### src/rtl/arc4_encrypt_if.sv
// Start handshake and the three memory ports of arc4_encrypt, bundled for port connection.
// The engine sits on the slave modport; the start requester and the memories sit on master.
interface arc4_encrypt_if #(
  parameter int KEY_BYTES = 3
);
  logic                   en;
  logic                   rdy;
  logic [8*KEY_BYTES-1:0] key;

  logic [7:0]             pt_addr;
  logic [7:0]             pt_rddata;

  logic [7:0]             ct_addr;
  logic [7:0]             ct_wrdata;
  logic                   ct_wren;

  logic [7:0]             s_addr;
  logic [7:0]             s_wrdata;
  logic                   s_wren;
  logic [7:0]             s_rddata;

  // Handshake: a job is accepted on a rising clk edge where en=1 and rdy=1; key is
  // captured on that same edge. rdy stays low until the cycle after the last ct write.
  // Read data on pt_rddata/s_rddata belongs to the address presented one cycle earlier.
  modport slave (
    input  en, key, pt_rddata, s_rddata,
    output rdy, pt_addr, ct_addr, ct_wrdata, ct_wren, s_addr, s_wrdata, s_wren
  );

  modport master (
    output en, key, pt_rddata, s_rddata,
    input  rdy, pt_addr, ct_addr, ct_wrdata, ct_wren, s_addr, s_wrdata, s_wren
  );
endinterface

### src/rtl/arc4_encrypt.sv
// ARC4 engine: fills S, runs the keyed swap schedule, then XORs the keystream over a
// length-prefixed plaintext memory into a length-prefixed ciphertext memory.
module arc4_encrypt #(
  parameter int KEY_BYTES = 3
) (
  input  logic          clk,
  input  logic          rst,
  arc4_encrypt_if.slave bus,
  output logic [2:0]    dbg_state
);
  localparam int KB = 8 * KEY_BYTES;

  typedef enum logic [2:0] {
    IDLE = 3'd0,
    INIT = 3'd1,
    KSA  = 3'd2,
    LEN  = 3'd3,
    PRGA = 3'd4,
    DONE = 3'd5
  } state_e;

  // Every memory address is registered, so read data is consumed two phases after
  // the phase that chose the address.
  localparam logic [3:0] KSA_LAST  = 4'd5;
  localparam logic [3:0] LEN_LAST  = 4'd2;
  localparam logic [3:0] PRGA_LAST = 4'd8;

  state_e        state_q, state_d;
  logic [3:0]    phase_q, phase_d;
  logic          rdy_q, rdy_d;
  logic [KB-1:0] key_q, key_d;
  logic [7:0]    i_q, i_d;
  logic [7:0]    j_q, j_d;
  logic [7:0]    k_q, k_d;
  logic [7:0]    len_q, len_d;
  logic [7:0]    si_q, si_d;
  logic [7:0]    sj_q, sj_d;
  logic [7:0]    pt_q, pt_d;
  logic [7:0]    pt_addr_q, pt_addr_d;
  logic [7:0]    ct_addr_q, ct_addr_d;
  logic [7:0]    ct_wrdata_q, ct_wrdata_d;
  logic          ct_wren_q, ct_wren_d;
  logic [7:0]    s_addr_q, s_addr_d;
  logic [7:0]    s_wrdata_q, s_wrdata_d;
  logic          s_wren_q, s_wren_d;

  logic          accept;
  logic [7:0]    key_byte;
  logic [7:0]    j_ksa;
  logic [7:0]    j_prga;

  assign accept   = rdy_q && bus.en;
  // key_q is rotated one byte per KSA step, so its top byte is always keybyte[i mod KEY_BYTES].
  assign key_byte = key_q[KB-1 -: 8];
  assign j_ksa    = j_q + bus.s_rddata + key_byte;
  assign j_prga   = j_q + bus.s_rddata;

  always_ff @(posedge clk) begin
    if (rst) begin
      state_q     <= IDLE;
      phase_q     <= 4'd0;
      rdy_q       <= 1'b0;
      key_q       <= '0;
      i_q         <= 8'd0;
      j_q         <= 8'd0;
      k_q         <= 8'd0;
      len_q       <= 8'd0;
      si_q        <= 8'd0;
      sj_q        <= 8'd0;
      pt_q        <= 8'd0;
      pt_addr_q   <= 8'd0;
      ct_addr_q   <= 8'd0;
      ct_wrdata_q <= 8'd0;
      ct_wren_q   <= 1'b0;
      s_addr_q    <= 8'd0;
      s_wrdata_q  <= 8'd0;
      s_wren_q    <= 1'b0;
    end else begin
      state_q     <= state_d;
      phase_q     <= phase_d;
      rdy_q       <= rdy_d;
      key_q       <= key_d;
      i_q         <= i_d;
      j_q         <= j_d;
      k_q         <= k_d;
      len_q       <= len_d;
      si_q        <= si_d;
      sj_q        <= sj_d;
      pt_q        <= pt_d;
      pt_addr_q   <= pt_addr_d;
      ct_addr_q   <= ct_addr_d;
      ct_wrdata_q <= ct_wrdata_d;
      ct_wren_q   <= ct_wren_d;
      s_addr_q    <= s_addr_d;
      s_wrdata_q  <= s_wrdata_d;
      s_wren_q    <= s_wren_d;
    end
  end

  always_comb begin
    state_d = state_q;
    phase_d = phase_q;
    unique case (state_q)
      IDLE: begin
        if (accept) begin
          state_d = INIT;
          phase_d = 4'd0;
        end
      end
      INIT: begin
        if (i_q == 8'hFF) begin
          state_d = KSA;
          phase_d = 4'd0;
        end
      end
      KSA: begin
        if (phase_q == KSA_LAST) begin
          phase_d = 4'd0;
          if (i_q == 8'hFF) state_d = LEN;
        end else begin
          phase_d = phase_q + 4'd1;
        end
      end
      LEN: begin
        if (phase_q == LEN_LAST) begin
          phase_d = 4'd0;
          state_d = (bus.pt_rddata == 8'd0) ? DONE : PRGA;
        end else begin
          phase_d = phase_q + 4'd1;
        end
      end
      PRGA: begin
        if (phase_q == PRGA_LAST) begin
          phase_d = 4'd0;
          if (k_q == len_q) state_d = DONE;
        end else begin
          phase_d = phase_q + 4'd1;
        end
      end
      DONE: begin
        state_d = IDLE;
        phase_d = 4'd0;
      end
      default: begin
        state_d = IDLE;
        phase_d = 4'd0;
      end
    endcase
  end

  always_comb begin
    rdy_d       = 1'b0;
    key_d       = key_q;
    i_d         = i_q;
    j_d         = j_q;
    k_d         = k_q;
    len_d       = len_q;
    si_d        = si_q;
    sj_d        = sj_q;
    pt_d        = pt_q;
    pt_addr_d   = pt_addr_q;
    ct_addr_d   = ct_addr_q;
    ct_wrdata_d = ct_wrdata_q;
    ct_wren_d   = 1'b0;
    s_addr_d    = s_addr_q;
    s_wrdata_d  = s_wrdata_q;
    s_wren_d    = 1'b0;

    unique case (state_q)
      IDLE: begin
        rdy_d = !accept;
        if (accept) begin
          key_d = bus.key;
          i_d   = 8'd0;
        end
      end

      INIT: begin
        s_addr_d   = i_q;
        s_wrdata_d = i_q;
        s_wren_d   = 1'b1;
        i_d        = i_q + 8'd1;
        j_d        = 8'd0;
      end

      KSA: begin
        unique case (phase_q)
          4'd0: s_addr_d = i_q;
          4'd2: begin
            si_d     = bus.s_rddata;
            j_d      = j_ksa;
            s_addr_d = j_ksa;
          end
          4'd4: begin
            sj_d       = bus.s_rddata;
            s_addr_d   = i_q;
            s_wrdata_d = bus.s_rddata;
            s_wren_d   = 1'b1;
          end
          // Writing S[j] last means i==j ends with the original value in place.
          4'd5: begin
            s_addr_d   = j_q;
            s_wrdata_d = si_q;
            s_wren_d   = 1'b1;
            i_d        = i_q + 8'd1;
            key_d      = (key_q << 8) | (key_q >> (KB - 8));
          end
          default: ;
        endcase
      end

      LEN: begin
        unique case (phase_q)
          4'd0: pt_addr_d = 8'd0;
          4'd2: begin
            len_d       = bus.pt_rddata;
            ct_addr_d   = 8'd0;
            ct_wrdata_d = bus.pt_rddata;
            ct_wren_d   = 1'b1;
            i_d         = 8'd0;
            j_d         = 8'd0;
            k_d         = 8'd1;
          end
          default: ;
        endcase
      end

      PRGA: begin
        unique case (phase_q)
          4'd0: begin
            i_d      = i_q + 8'd1;
            s_addr_d = i_q + 8'd1;
          end
          4'd1: pt_addr_d = k_q;
          4'd2: begin
            si_d     = bus.s_rddata;
            j_d      = j_prga;
            s_addr_d = j_prga;
          end
          4'd3: pt_d = bus.pt_rddata;
          4'd4: begin
            sj_d       = bus.s_rddata;
            s_addr_d   = i_q;
            s_wrdata_d = bus.s_rddata;
            s_wren_d   = 1'b1;
          end
          4'd5: begin
            s_addr_d   = j_q;
            s_wrdata_d = si_q;
            s_wren_d   = 1'b1;
          end
          // Post-swap S[i]+S[j] is the same sum as the pre-swap pair.
          4'd6: s_addr_d = si_q + sj_q;
          4'd8: begin
            ct_addr_d   = k_q;
            ct_wrdata_d = pt_q ^ bus.s_rddata;
            ct_wren_d   = 1'b1;
            k_d         = k_q + 8'd1;
          end
          default: ;
        endcase
      end

      DONE: rdy_d = 1'b1;

      default: ;
    endcase
  end

  assign bus.rdy       = rdy_q;
  assign bus.pt_addr   = pt_addr_q;
  assign bus.ct_addr   = ct_addr_q;
  assign bus.ct_wrdata = ct_wrdata_q;
  assign bus.ct_wren   = ct_wren_q;
  assign bus.s_addr    = s_addr_q;
  assign bus.s_wrdata  = s_wrdata_q;
  assign bus.s_wren    = s_wren_q;
  assign dbg_state     = state_q;
endmodule

### src/flat_wrapper.sv
// flat-port wrapper written by rule: the top's interface ports become plain ports
module arc4_encrypt_flat 
#(
  parameter int KEY_BYTES = 3
)
  (clk, rst, dbg_state, bus_en, bus_key, bus_pt_rddata, bus_s_rddata, bus_rdy, bus_pt_addr, bus_ct_addr, bus_ct_wrdata, bus_ct_wren, bus_s_addr, bus_s_wrdata, bus_s_wren);
  arc4_encrypt_if #(.KEY_BYTES(KEY_BYTES)) bus_i ();
  input  logic clk;
  input  logic rst;
  output logic [2:0] dbg_state;
  input wire logic [$bits(bus_i.en)-1:0] bus_en;
  input wire logic [$bits(bus_i.key)-1:0] bus_key;
  input wire logic [$bits(bus_i.pt_rddata)-1:0] bus_pt_rddata;
  input wire logic [$bits(bus_i.s_rddata)-1:0] bus_s_rddata;
  output wire logic [$bits(bus_i.rdy)-1:0] bus_rdy;
  output wire logic [$bits(bus_i.pt_addr)-1:0] bus_pt_addr;
  output wire logic [$bits(bus_i.ct_addr)-1:0] bus_ct_addr;
  output wire logic [$bits(bus_i.ct_wrdata)-1:0] bus_ct_wrdata;
  output wire logic [$bits(bus_i.ct_wren)-1:0] bus_ct_wren;
  output wire logic [$bits(bus_i.s_addr)-1:0] bus_s_addr;
  output wire logic [$bits(bus_i.s_wrdata)-1:0] bus_s_wrdata;
  output wire logic [$bits(bus_i.s_wren)-1:0] bus_s_wren;
  assign bus_i.en = bus_en;
  assign bus_i.key = bus_key;
  assign bus_i.pt_rddata = bus_pt_rddata;
  assign bus_i.s_rddata = bus_s_rddata;
  assign bus_rdy = bus_i.rdy;
  assign bus_pt_addr = bus_i.pt_addr;
  assign bus_ct_addr = bus_i.ct_addr;
  assign bus_ct_wrdata = bus_i.ct_wrdata;
  assign bus_ct_wren = bus_i.ct_wren;
  assign bus_s_addr = bus_i.s_addr;
  assign bus_s_wrdata = bus_i.s_wrdata;
  assign bus_s_wren = bus_i.s_wren;
  arc4_encrypt #(.KEY_BYTES(KEY_BYTES)) u_core (.clk(clk), .rst(rst), .bus(bus_i), .dbg_state(dbg_state));
endmodule
### config.mk
export PLATFORM = sky130hd
export DESIGN_NAME = arc4_encrypt_flat
export DESIGN_NICKNAME = d
export VERILOG_FILES = /design/src/rtl/arc4_encrypt_if.sv /design/src/rtl/arc4_encrypt.sv /design/src/flat_wrapper.sv
export SDC_FILE = /design/constraint.sdc
export NUM_CORES = 1
export LEC_CHECK = 0
export BUFFER_PORTS_ARGS = -buffer_cell sky130_fd_sc_hd__buf_2
export CORE_MARGIN = 2
export CORE_UTILIZATION = 35
export CTS_CLUSTER_SIZE = 8
export DETAILED_ROUTE_END_ITERATION = 10
export GPL_TIMING_DRIVEN = 0
export PLACE_DENSITY = 0.52
export SLEW_MARGIN = 20
export SYNTH_ARGS = -nofsm -noshare
export SYNTH_HDL_FRONTEND = slang
export SYNTH_SLANG_ARGS = --single-unit
### constraint.sdc
create_clock -name clk -period 3.2 [get_ports clk]
set_input_delay 0.16 -clock clk [delete_from_list [all_inputs] [get_ports clk]]
set_output_delay 0.16 -clock clk [all_outputs]
set_load 0.005 [all_outputs]
[After elaboration in Yosys (flattened, before gate mapping)]
Cells that the tools add are included.
Word-level totals
  flip-flop bits (word level): 130
  latch bits: 0
  memory bits (writable): 0
  ROM bits: 0
  input port bits: 43
  output and inout bits: 46
  logic and storage cells: 130
  memories: 0
Operators by class
  $add $sub $neg: 6
  multiply operators: 0
  div/mod/pow operators: 0
  $lt $le $gt $ge: 0
  eq/ne operators: 29
  shift-type cells: 0
  mux-type cells: 48
  bitwise gates (word level): 2
  reduce and logical (&&, ||, !) cells: 27
Operators with widths (count)
  8-bit two-way mux: 13
  8-bit one-hot mux with 2 select lines: 6
  8-bit one-hot mux with 5 select lines: 2
  24-bit two-way mux: 2
  24-bit one-hot mux with 2 select lines: 1
  8-bit one-hot mux with 3 select lines: 2
  8-bit one-hot mux with 4 select lines: 1
  8-bit adder: 3
  24-bit by 8-bit bitwise OR with 24-bit output: 1
  3-bit two-way mux: 7
  4-bit two-way mux: 5
  2-bit by 1-bit != test with 1-bit output, second input constant: 10
  4-bit one-hot mux with 5 select lines: 1
  8-bit by 1-bit adder with 8-bit output, second input constant: 2
  3-bit one-hot mux with 5 select lines: 1
  4-bit by 3-bit equality test with 1-bit output, second input constant: 3
  2-bit AND reduction: 6
  3-bit AND reduction: 4
  4-bit by 2-bit equality test with 1-bit output, second input constant: 2
  8-bit equality test: 1
  8-bit equality test, second input constant: 1
  8-bit logical NOT: 1
  8-bit bitwise XOR: 1
  7-bit AND reduction: 1
  other kinds (23): 35

[Depth between registers and ports, before layout]
Gate-level depths: netlist of run 1.
  depth in word-level cells: 4
  depth in mapped cells: 14
  gate-level depth less buffers: 14

[Worst setup path after synthesis of run 1]
No wires, ideal clock.
  path type: reg-to-reg
  from: register u_core.j_q[0]
  to: register u_core.j_q[7]
  setup time: 0.078 ns
  arrival: 2.682 ns
  required time: 3.122 ns
  slack: 0.439 ns
  cell stages (with the launch flop): 15
  path buffers: 0
  period minus slack after synthesis: 2.761 ns
  cell sequence: dfxtp_1 > ha_1 > fa_1 > a211oi_1 > o21bai_1 > a21oi_1 > xnor2_1 > ha_1 > nor4_1 > o21ai_0 > nand2_1 > xnor2_1 > xnor2_1 > a21oi_1 > nor3_1
Between the ends
  longest elaborated chain between the ends: 4
  elaborated cells on any way between the ends: 5
  classes of those cells: add/sub (2); mux (3)
Ends and longest elaborated chain
  start, declared: RTL line arc4_encrypt.sv:33  | logic [7:0] j_q, j_d;
  start signal, assigned: RTL line arc4_encrypt.sv:84  | j_q <= j_d;
  8-bit adder *: RTL line arc4_encrypt.sv:55, arc4_encrypt.sv:56
  8-bit adder: RTL line arc4_encrypt.sv:55  | assign j_ksa = j_q + bus.s_rddata + key_byte;
  8-bit two-way mux: RTL line arc4_encrypt.sv:187  | unique case (phase_q)
  8-bit one-hot mux with 4 select lines *: RTL line arc4_encrypt.sv:169  | unique case (state_q)
Every way passes the cells marked *; elsewhere a longest branch is shown, timed or not. The select of a mux whose other input is x is not followed.
A chain may end at the register's enable or synchronous reset.

[Final worst setup path of run 1]
  from: register u_core.j_q[0]
  to: register u_core.s_addr_q[5] (netlist: u_core.bus.s_addr[5])
Between the ends
  longest elaborated chain between the ends: 4
  elaborated cells on any way between the ends: 5
  classes of those cells: add/sub (2); mux (3)
Ends and longest elaborated chain
  8-bit adder *: RTL line arc4_encrypt.sv:55, arc4_encrypt.sv:56
  8-bit adder: RTL line arc4_encrypt.sv:55
  8-bit one-hot mux with 3 select lines: RTL line arc4_encrypt.sv:187
  8-bit one-hot mux with 3 select lines *: RTL line arc4_encrypt.sv:169
  end signal, assigned: RTL line arc4_encrypt.sv:94  | s_addr_q <= s_addr_d;
  end, declared: RTL line arc4_encrypt.sv:43  | logic [7:0] s_addr_q, s_addr_d;
Every way passes the cells marked *; elsewhere a longest branch is shown, timed or not.

==> run metrics, run 1 <==
kind of critical path flip-flop to flip-flop; slew at the pin closest to its max-slew limit 897.1 ps; Final Max Tran Viols 0; WL/cell 18.88 um; Routability Congestion 0.9201; Mapped Avg Cell Area 8.131 um^2; Synth Area in Compound Gates 21.42%; main combinational cell family by area after synthesis simple AND/OR/NAND/NOR gates; fmax 324.4 MHz; Pint 3.143 mW; post-synthesis adder-cell area fraction 5.480%; Sw Share 27.08%; core region area 20300 um^2; CP Data Required Time 3480 ps; slowest cell on the critical path fa_2; CP delay by family, top adder cells; Slew headroom 39.68%; most frequent cell after synthesis nor2_1; Vias 6967; clock root cell clkbuf_16; maximum vdd drop 0.3801 mV; First DRT Iteration DRCs 473; Post-Synthesis Cell Area 7261 um^2; DR pass1 iterations 5; post-synthesis mux area share 4.687%; # IOs 89; Register Area 2603 um^2; Total GRT Usage 22.14%; Synth area leaders dfxtp_1 36%, nor2_1 6.8%, nand2_1 6.2%; YS warnings 0; Yosys reg bits 130; antenna cells 0; Critical path buffers and inverters 0; ys flop type dfxtp_1; post-CTS setup repair buffer count 0; WL final 24.26 mm; P&R area growth vs syn 20.20%; grt total ovfl 0; Seq pwr share 39.7%; initial antenna violation count 0; H-tree levels 4; dpl ws -107.9 ps; Hold Fails Final Rpt 0; Detail Route Antenna Nets 0; post-synthesis cell count 893; min-delay worst type input port to flip-flop; Power Total 4.311 mW; IO buf count 87; pin count of the biggest net entering global routing 17; clock latency at the later pin of the worst-skew pair 420 ps; CP cell instances ha_2 > fa_2 > xor2_1 > ha_1 > o21ai_0 > o21bai_1 > a21oi_1 > xor2_1 > o31ai_1 > a31oi_1 > nor3_1; clock network fraction of design power 48.3%; initial core utilization 35.77%; Period minus WS final 3082 ps; status complete, no violations; Final Skew 12.62 ps; Num CTS Buffers 17; Max-Cap Viols 0; CP peak stage delay 400 ps; share of cells above drive strength 1 17.64%; ratio of final minimum period to clock period 96.32%; Netlist cell types 65; setup TNS 0 ps; arrival time of the worst setup path 3360 ps; endpoints failing setup 0; Yosys top cell area share 35.84%; post-layout net count 1075; Clock Sinks 130; # fillers 2096; Vias per Instance 5.422; Max clock buf depth 2; TritonCTS clock tree yes; DR DRC count 0; combinational cell fraction of total power 12.0%; Die Span X 148.0 um; Setup crit end kind flip-flop; Die H 148.0 um; worst-path fanout max 4; Setup WS post-layout 117.8 ps; fraction of registers with async set/reset 0%; clk slew on worst S/H paths 60 ps; top post-synthesis cells by count 131 x nor2_1, 130 x dfxtp_1, 120 x nand2_1; post-synthesis xor/xnor area fraction 5.669%; PD cells 493.9 nW/um^2; global-route wire length before repair 37.82 mm; # rows 52; Simple-Gate Fraction of Synth Area 21.95%; Setup crit start kind flip-flop; leakage power 3.460 nW; post-synthesis sequential area ratio 35.84%; number of flops mapped to enable cells by yosys 0; vias in the first global route 6694; Psw 1.167 mW; crit-path most repeated cell xor2_1; cell accounting for the most synthesized area dfxtp_1; Die ar. 21910 um^2; placed wire-length estimate 17.90 mm; area of the multi-input gates 4335 um^2; Post-Syn Nets 966
metal layers:
| layer | GRT usage (%) | part of all wire (%) | vias to the layer above |
|---|---|---|---|
| met5 | 0 | 0 | - |
| met4 | 6.381 | 1.8 | 0 |
| met3 | 3.889 | 4.6 | 31 |
| met2 | 34.72 | 46 | 178 |
| met1 | 31.23 | 48 | 3344 |
| li1 | - | - | 3414 |
per-stage QoR:
step	instances	util, %	cell area (um^2)	hold WS, ps
after floorplan	893	-	7261	296.0
after global placement	1250	39.58	8034	434.8
after detailed placement	1250	39.58	8034	440.9
after CTS	1285	42.89	8706	3.613
after global routing	1285	42.99	8727	21.29
final	1285	42.99	8727	11.86
final cells by class:
cell class | instances | share of cell area (%)
buffer | 67 | 3.685
clock buffer | 19 | 5.190
clock inverter | 13 | 1.993
inverter | 10 | 0.4301
multi-input combinational | 686 | 49.68
sequential | 130 | 29.82
tap | 270 | 3.871
timing repair buffer | 90 | 5.333
registers in the layout, summed over array words and instances, names as in the netlist, 4 cells and up:
register              cells
u_core.key_q             24
u_core.i_q                8
u_core.bus.s_addr         8
u_core.phase_q            4
u_core.sj_q               8
u_core.bus.ct_addr        8
u_core.bus.pt_addr        8
u_core.k_q                8
u_core.j_q                8
u_core.bus.s_wrdata       8
u_core.bus.ct_wrdata      8
u_core.si_q               8
u_core.len_q              8
u_core.pt_q               8
path summary, 6_finish.rpt:
| kind | from | to | slack (ps) | cells after the start |
|---|---|---|---|---|
| setup / recovery | u_core.j_q[0]$_SDFFE_PP0P_ | u_core.bus.s_addr[5]$_SDFFE_PP0P_ | 120 | 11 |
| hold / removal | bus_key[16] | u_core.key_q[16]$_SDFFE_PP0P_ | 10 | 3 |
| setup reg to reg | u_core.j_q[0]$_SDFFE_PP0P_ | u_core.bus.s_addr[5]$_SDFFE_PP0P_ | 120 | 11 |
| hold reg to reg | u_core.bus.ct_wrdata[5]$_SDFFE_PP0P_ | u_core.bus.ct_wrdata[5]$_SDFFE_PP0P_ | 450 | 2 |
cell families (layout without fill, tap and decap cells):
kind of cell,after synthesis,count (layout)
and+or+nand+nor,354,354
xor gates and xnor gates,47,47
buffers and inverters,77,199
DFF,130,130
muxes,34,34
AOI/OAI and AO/OA,221,221
adders and majority gates,30,30
worst register-to-register path, delay by kind of cell (launching register included):
family | cells | cell delay, ps
AOI/OAI and AO/OA | 5 | 920
xor gates and xnor gates | 2 | 630
adders and majority gates | 3 | 970
DFF | 1 | 350
and+or+nand+nor | 1 | 70
timing repair:
action	in CTS	in global routing
pin swaps	0	4
hold endpoints to repair	3	0
gates cloned	0	0
hold buffers	3	0
endpoints found under the setup margin	2	6
gates resized for setup	4	5
power groups by stage:
stage | logic, mW | registers (mW) | clock network, mW
2_1_floorplan | 0.335 | 1.73 | 0
3_3_place_gp | 0.499 | 1.74 | 0
3_5_place_dp | 0.500 | 1.75 | 0
4_1_cts | 0.509 | 1.71 | 2.11
5_1_grt | 0.570 | 1.72 | 2.19
6_report | 0.519 | 1.71 | 2.08
layout by cell type (no fill, tap or decap), types with 5 or more instances in the layout:
cell	count
o21ai_0	29
nor4_1	6
nand2_1	120
a22oi_1	12
nor2b_1	9
a221oi_1	14
o211ai_1	11
a211oi_1	17
nand3b_1	7
mux2i_1	34
inv_1	10
dfxtp_1	130
nor2_1	131
o21ai_1	5
xnor2_1	26
a311oi_1	32
a21o_1	7
nor3_1	26
ha_1	26
clkbuf_16	17
nand3_1	19
xor2_1	20
buf_2	110
clkbuf_1	34
a21oi_1	54
No activity file was read; power rests on OpenSTA's default activity.
==> run 2: changes to the inputs <==
--- a/config.mk
+++ b/config.mk
@@ -11,6 +11,7 @@
 export CTS_CLUSTER_SIZE = 8
 export DETAILED_ROUTE_END_ITERATION = 10
 export GPL_TIMING_DRIVEN = 0
+export MAX_ROUTING_LAYER = met4
 export PLACE_DENSITY = 0.52
 export SLEW_MARGIN = 20
 export SYNTH_ARGS = -nofsm -noshare
==> run 2 against run 1 <==
Compared with the run above: critical path depth stayed put; first-iteration DRC count grew 15%; clock power barely moved; flip-flop and latch count stayed put; cell area stayed put; wire length is 0.26% higher; sequential power about the same; combinational power hardly changed; non-clock buffer count unchanged; register-to-register slack got worse by 20 ps; core utilization unchanged; global-route usage up 0.68 points; largest power group unchanged.
==> run metrics, run 2 (synthesis results as in run 1) <==
status complete, no violations; Slew headroom 38.63%; post-layout net count 1075; placed cell count 1250; Psw 1.167 mW; Post-Route Utilization 42.99%; Pint 3.143 mW; # rows 52; initial antenna violation count 0; Worst Hold Path Cells 3; clock root cell clkbuf_16; slew at the pin closest to its max-slew limit 912.7 ps; register-to-register setup slack 90 ps; reg-to-reg critical path startpoint u_core.j_q[0]$_SDFFE_PP0P_; most frequent cells in the layout 131 x nor2_1, 130 x dfxtp_1, 120 x nand2_1; Sw Share 27.08%; endpoints failing setup 0; Vias 6947; Die Span X 148.0 um; Seq pwr share 39.7%; min-delay worst type input port to flip-flop; grt total ovfl 0; P&R area growth vs syn 20.20%; Setup crit end kind flip-flop; H-tree levels 4; CP Data Required Time 3480 ps; # fillers 2096; slowest cell on the critical path a2111oi_1; antenna cells 0; WL final 24.32 mm; worst-path fanout max 4; HP Start bus_key[16]; ratio of final minimum period to clock period 97.06%; placed wire-length estimate 17.90 mm; initial core utilization 35.77%; pin count of the biggest net entering global routing 17; Hold Fails Final Rpt 0; Clock Sinks 130; # IOs 89; Setup crit start kind flip-flop; Die ar. 21910 um^2; Reg2Reg Depth 11; global-route wire length before repair 37.85 mm; Non-Filler Instances 1285; Detail Route Antenna Nets 0; R2R Path End u_core.bus.s_addr[4]$_SDFFE_PP0P_; commonest non-fill, non-tap cell in the layout nor2_1; DR DRC count 0; TritonCTS clock tree yes; WL/cell 18.93 um; IO buf count 87; arrival time of the worst setup path 3390 ps; PD cells 493.9 nW/um^2; Die H 148.0 um; Power Total 4.310 mW; CP delay by family, top compound AO/OA/AOI/OAI gates; fmax 322.0 MHz; clock latency at the later pin of the worst-skew pair 420 ps; clock network fraction of design power 48.3%; Vias per Instance 5.406; Routability Congestion 0.9362; CP peak stage delay 630 ps; vias in the first global route 6695; Num CTS Buffers 17; share of cells above drive strength 1 17.64%; core region area 20300 um^2; max reg flops 24; maximum vdd drop 0.3826 mV; Final Max Tran Viols 0; DR pass1 iterations 5; Period minus WS final 3106 ps; Final Skew 9.090 ps; Total GRT Usage 22.82%; combinational cell fraction of total power 12.0%; Hold Path Sink u_core.key_q[16]$_SDFFE_PP0P_; First DRT Iteration DRCs 542; Critical path buffers and inverters 0; Max-Cap Viols 0; leakage power 3.460 nW; Top reg by flops u_core.key_q; CP cell instances ha_2 > fa_2 > a21o_1 > a21oi_1 > xnor2_1 > ha_1 > o21a_1 > o31a_1 > a211oi_2 > a2111oi_1 > nor3_1; Max clock buf depth 2; kind of critical path flip-flop to flip-flop; clk slew on worst S/H paths 60 ps
==> run 2: per-layer routing <==
| layer | vias up | routed length [um] | global-route usage, % |
|---|---|---|---|
| met5 | - | 0 | - |
| met4 | 0 | 405 | 6.381 |
| met3 | 31 | 945 | 3.796 |
| met2 | 156 | 11130 | 34.63 |
| met1 | 3339 | 11840 | 31.44 |
| li1 | 3421 | - | - |
==> run 2: layout make-up <==
type | instances | area [um^2] | share of cell area, %
multi-input combinational | 686 | 4335 | 49.68
sequential | 130 | 2603 | 29.82
timing repair buffer | 90 | 465.4 | 5.333
clock buffer | 19 | 452.9 | 5.190
tap | 270 | 337.8 | 3.871
buffer | 67 | 321.6 | 3.685
clock inverter | 13 | 173.9 | 1.993
inverter | 10 | 37.54 | 0.4301
==> run 2: worst max-delay path by stage <==
stage | start | endpoint | slack (ps) | depth (start not counted)
3_5_place_dp | bus_s_rddata[0] | u_core.bus.s_addr[4]$_SDFFE_PP0P_ | -110 | 12
5_1_grt | u_core.j_q[1]$_SDFFE_PP0P_ | u_core.bus.s_addr[5]$_SDFFE_PP0P_ | -20 | 12
4_1_cts | u_core.j_q[0]$_SDFFE_PP0P_ | u_core.j_q[7]$_SDFFE_PP0P_ | 20 | 14
3_3_place_gp | bus_s_rddata[0] | u_core.bus.s_addr[4]$_SDFFE_PP0P_ | -120 | 12
6_report | u_core.j_q[0]$_SDFFE_PP0P_ | u_core.bus.s_addr[4]$_SDFFE_PP0P_ | 90 | 11
2_1_floorplan | u_core.j_q[0]$_SDFFE_PP0P_ | u_core.j_q[7]$_SDFFE_PP0P_ | 440 | 14
==> run 2: tightest hold or removal path: stages <==
cell      delay (ps)
buf_2            100
nand2_1           50
a311oi_1          70
==> run 2: power by group through the flow <==
| stage | Clock, mW | Sequential (mW) | Combinational, mW |
|---|---|---|---|
| floorplan | 0 | 1.73 | 0.335 |
| global placement | 0 | 1.74 | 0.499 |
| detailed placement | 0 | 1.75 | 0.500 |
| CTS | 2.11 | 1.71 | 0.509 |
| global route | 2.19 | 1.72 | 0.570 |
| finish | 2.08 | 1.71 | 0.519 |
==> run 2: through the flow <==
step	hold slack, ps	area [um^2]	TNS, ps	setup WS (ps)
after floorplan	296.0	7261	0	439.4
after global placement	434.8	8034	-157.6	-116.0
after detailed placement	440.9	8034	-118.7	-107.9
after CTS	3.613	8706	0	24.49
after global routing	21.43	8727	-25.68	-22.19
final	10.32	8727	0	94.03
==> run 2: what timing repair did <==
item | 4_1_cts | 5_1_grt
gates cloned | 0 | 0
hold buffers | 3 | 0
pin swaps | 0 | 4
endpoints found under the hold margin | 3 | 0
resized for setup | 4 | 5
buffers inserted | 0 | 0
endpoints found under the setup margin | 2 | 6
